### src/rtl/program_loader.sv
// Boot-time loader: receives a framed, checksummed byte stream, writes the image
// to memory, then releases the processor and passes the memory port through.
`timescale 1ns/1ps
module program_loader #(
  parameter int unsigned WIDTH = 16
) (
  input  logic             clk,
  input  logic             reset,
  input  logic [7:0]       rxData,
  input  logic             rxValid,
  output logic             rxReady,
  input  logic             cpuMemRead,
  input  logic             cpuMemWrite,
  input  logic [WIDTH-1:0] cpuAdr,
  input  logic [WIDTH-1:0] cpuData,
  output logic             memRead,
  output logic             memWrite,
  output logic [WIDTH-1:0] memAdr,
  output logic [WIDTH-1:0] memData,
  output logic             cpuReset,
  output logic [WIDTH-1:0] loadedAdr,
  output logic             done,
  output logic             error
);

  typedef enum logic [2:0] {
    HDR_BASE,
    HDR_ENTRY,
    HDR_COUNT,
    PAYLOAD,
    CHECK,
    RUN,
    ERROR
  } state_t;

  state_t           state, state_next;
  logic             armed;
  logic             phase;
  logic [7:0]       hi_byte;
  logic [WIDTH-1:0] base, entry, remaining, index, sum;
  logic             wr_pulse;
  logic [WIDTH-1:0] wr_adr, wr_data;
  logic             loading, accept, word_done;
  logic [WIDTH-1:0] word;

  // armed keeps rxReady low until the first edge after reset is released
  assign loading   = (state != RUN) && (state != ERROR);
  assign rxReady   = armed & loading;
  assign accept    = rxValid & rxReady;
  assign word_done = accept & phase;
  assign word      = {hi_byte, rxData};
  assign loadedAdr = entry;

  always_ff @(posedge clk or negedge reset) begin
    if (!reset) state <= HDR_BASE;
    else        state <= state_next;
  end

  always_comb begin
    state_next = state;
    memRead    = 1'b0;
    memWrite   = wr_pulse;
    memAdr     = wr_adr;
    memData    = wr_data;
    cpuReset   = 1'b1;
    done       = 1'b0;
    error      = 1'b0;
    case (state)
      HDR_BASE:  if (word_done) state_next = HDR_ENTRY;
      HDR_ENTRY: if (word_done) state_next = HDR_COUNT;
      HDR_COUNT: if (word_done) state_next = (word == '0) ? CHECK : PAYLOAD;
      PAYLOAD:   if (word_done && remaining == WIDTH'(1)) state_next = CHECK;
      CHECK:     if (word_done) state_next = (word == sum) ? RUN : ERROR;
      RUN: begin
        memRead  = cpuMemRead;
        memWrite = cpuMemWrite;
        memAdr   = cpuAdr;
        memData  = cpuData;
        cpuReset = 1'b0;
        done     = 1'b1;
      end
      ERROR: begin
        memWrite = 1'b0;
        error    = 1'b1;
      end
      default: state_next = HDR_BASE;
    endcase
  end

  always_ff @(posedge clk or negedge reset) begin
    if (!reset) begin
      armed     <= 1'b0;
      phase     <= 1'b0;
      hi_byte   <= '0;
      base      <= '0;
      entry     <= '0;
      remaining <= '0;
      index     <= '0;
      sum       <= '0;
      wr_pulse  <= 1'b0;
      wr_adr    <= '0;
      wr_data   <= '0;
    end else begin
      armed    <= 1'b1;
      wr_pulse <= 1'b0;
      if (accept) begin
        if (!phase) begin
          hi_byte <= rxData;
          phase   <= 1'b1;
        end else begin
          phase <= 1'b0;
        end
      end
      if (word_done) begin
        case (state)
          HDR_BASE:  base  <= word;
          HDR_ENTRY: entry <= word;
          HDR_COUNT: begin
            remaining <= word;
            index     <= '0;
            sum       <= '0;
          end
          PAYLOAD: begin
            wr_pulse  <= 1'b1;
            wr_adr    <= base + index;
            wr_data   <= word;
            sum       <= sum + word;
            index     <= index + WIDTH'(1);
            remaining <= remaining - WIDTH'(1);
          end
          default: ;
        endcase
      end
      if (state_next != state) phase <= 1'b0;
    end
  end

endmodule

### config.mk
export PLATFORM = sky130hd
export DESIGN_NAME = program_loader
export DESIGN_NICKNAME = d
export VERILOG_FILES = /design/src/rtl/program_loader.sv
export SDC_FILE = /design/constraint.sdc
export NUM_CORES = 1
export LEC_CHECK = 0
export CORE_MARGIN = 2
export CORE_UTILIZATION = 50
export DETAILED_ROUTE_END_ITERATION = 6
export PLACE_DENSITY = 0.74
export SYNTH_ARGS = -nofsm -noshare
export SYNTH_HDL_FRONTEND = slang
export SYNTH_SLANG_ARGS = --single-unit
### constraint.sdc
create_clock -name clk -period 4.6 [get_ports clk]
set_input_delay 1.15 -clock clk [delete_from_list [all_inputs] [get_ports clk]]
set_output_delay 1.15 -clock clk [all_outputs]
set_load 0.02 [all_outputs]
==> out/metrics.csv <==
metric;value;unit
remaining global-route overflow;0;
H-Tree Depth;4;
crit-path cells;nor2b_1 -> nand2_1 -> buf_4 -> mux2_2 -> clkdlybuf4s50_1;
DR WL/cell;18.3;µm
Num CTS Buffers;17;
CTS Sinks;126;
CP peak stage delay;0.55;ns
Die ar.;0.0152;mm²
CTS tree;done;
Cell Pwr Density;608;mW/mm²
DP Wirelength;12300;µm
fmax;266;MHz
critical path's slowest cell;clkdlybuf4s50_1;
final period utilization;0.817;
final wirelength;18900;µm
routability cong.;0.861;
Tightest Pin Transition;1.12;ns
# hold bufs at CTS;0;
commonest cells after routing, fill and taps aside;132 x nand2_1, 126 x dfrtp_1, 97 x clkdlybuf4s50_1;
Pleak;3.99;nW
ys flop type;dfrtp_1;
Top Ports;99;
Post-Synth Simple-Gate Area;0.162;
worst endpoint data arrival time;2.61;ns
drt pass-1 iters;6;
Syn Inst Count;742;
PostCTS Resize Cnt;0;
Routed Antenna Nets;0;
drt initial violations;593;
vias per cell;5.98;
post-synthesis cell type count;57;
unrepaired setup endpoints after global routing;false;
post-route minimum period;3.76;ns
crit start category;flip-flop;
Final Slew Violations;0;
DRC Markers;0;
PortBufs;98;
Starting Density;0.511;
Synth Register Bits;126;
Required @ worst endpoint;3.45;ns
Synth Area in Adders;0.0639;
Crit Path Class;reg -> out;
clock skew;0.00899;ns
setup TNS;0;ns
Compound-Gate Fraction of Synth Area;0.150;
Final Util;0.641;
syn_nets;822;
Hold Vio Cnt, Final;0;
Root Buffer Master;clkbuf_16;
diode count;0;
Skew-Pair Late Insertion Delay;0.43;ns
Die Wd;123;µm
sequential fraction of the synthesis area;0.445;
CTS max path bufs;2;
Site Rows;43;
XOR/XNOR Fraction of Synth Area;0.0346;
Die Y;123;µm
post-CTS setup buffers;0;
Syn Area/Cell;9.56;µm²
largest family of logic cells by synthesized area;simple AND/OR/NAND/NOR gates;
Clk pin slew, worst setup/hold paths;0.05;ns
first-pass GRT wire length;29400;µm
largest net degree at the start of global routing;79;
asr flop ratio synth;1.00;
Slew headroom;0.254;
max-cap check violation count;0;
Finish-stage setup viols;0;
post-synthesis mux area share;0.119;
global-route usage over all layers;0.254;
routed via count;6175;
Area growth syn-to-layout;25.5;%
Final nets;921;
Max VDD drop;0.000361;V
core area;0.0139;mm²
min-delay worst type;reg -> reg;
most common cell after layout, fill and taps aside;nand2_1;
synthesized cell area;0.00709;mm²
Post-synth EDFFs;0;
layout cell share with drive strength beyond 1;0.150;
critical path peak fanout;34;
Worst Setup End Kind;output port;
status;finished, final reports clean;
initial antenna violation count;0;
yosys warns;0;
vias in the first global route;5801;
## critical path: cells and delay by family, from the launching register on
kind,cells,cell delay (ns)
flops,1,0.52
simple gates,2,0.33
buf+inv,2,0.92
mux,1,0.39
## sequential cells by signal (all words and copies together) (netlist names)
name,flops
base,16
loadedAdr,16
sum,16
index,16
wr_data,16
hi_byte,8
state,3
wr_pulse,1
remaining,16
armed,1
phase,1
wr_adr,16
## synthesized netlist by cell type, types with 2 or more instances
library cell	n	area, µm²
nand2_1	133	499
dfrtp_1	126	3150
o21ai_0	86	430
mux2_2	74	833
nor2_1	39	146
a21oi_1	34	170
ha_1	33	413
clkbuf_1	29	109
xor2_1	15	131
inv_1	13	48.8
xnor2_1	13	114
nand3_1	11	55.1
nor4_1	10	62.6
a21o_1	9	67.6
and3_1	9	56.3
nor2b_1	8	50.1
nor3_1	8	40.0
nand4_1	7	43.8
o21a_1	7	52.6
and2_1	6	37.5
a31oi_1	5	31.3
o21bai_1	5	37.5
o31ai_1	5	37.5
a211oi_1	4	30.0
a22o_1	4	35.0
o21ai_1	4	20.0
or4_1	4	30.0
a22oi_1	3	22.5
buf_1	3	11.3
a21boi_0	2	15.0
fa_1	2	40.0
nand2b_1	2	12.5
nand3_2	2	20.0
o211ai_1	2	15.0
o41ai_1	2	17.5
or3_1	2	12.5
## kinds of logic (layout without fill, tap and decap cells)
kind of cell	count (synthesis)	after routing
compound gates	181	181
buf+inv	46	157
xor+xnor	28	28
simple gates	250	250
other cells	1	1
mux	75	75
fa+ha+maj	35	35
flops	126	126
## worst paths after layout
path	cells past startpoint	startpoint	end	slack (ns)
worst max-delay path	5	state[0]	memData[11]	0.84
worst min-delay path	2	wr_data[6]	wr_data[6]	0.47
worst max register to register	8	hi_byte[1]	state[1]	1.69
worst min register to register	2	wr_data[6]	wr_data[6]	0.47
max in group asynchronous	2	reset	base[1]	2.86
min in group asynchronous	1	reset	wr_adr[11]	0.90
## routing by layer
layer,share of wire,vias to the layer above,track usage
li1,-,2844,-
met1,0.43,3002,0.336
met2,0.47,274,0.399
met3,0.075,55,0.0549
met4,0.029,0,0.123
met5,0,-,0
## power by group
group	switching, W	internal, W
Clock	0.000476	0.000878
Sequential	0.000407	0.00152
Combinational	0.00111	0.00103
Total	0.00199	0.00342
## area by class of cell
cell class              count  area, µm²
well taps                 180        225
inverters                  13       48.8
flip-flops and latches    126       3150
multi-input cells         570       3760
clock inverters             5       77.6
clock buffers              26        519
fillers                  1080       4980
repair buffers            113       1120
## metrics by stage
step	worst slack, ns	power, W	hold slack (ns)	cell area (µm²)	std cells
after global routing	0.711	0.00574	0.488	8900	1033
after global placement	0.725	0.00391	0.460	8310	1002
after floorplan	1.38	0.00324	0.440	7090	742
after detailed placement	0.620	0.00401	0.459	8310	1002
after CTS	0.825	0.00540	0.472	8900	1033
final	0.842	0.00541	0.466	8900	1033
No activity file was read; power rests on OpenSTA's default activity.
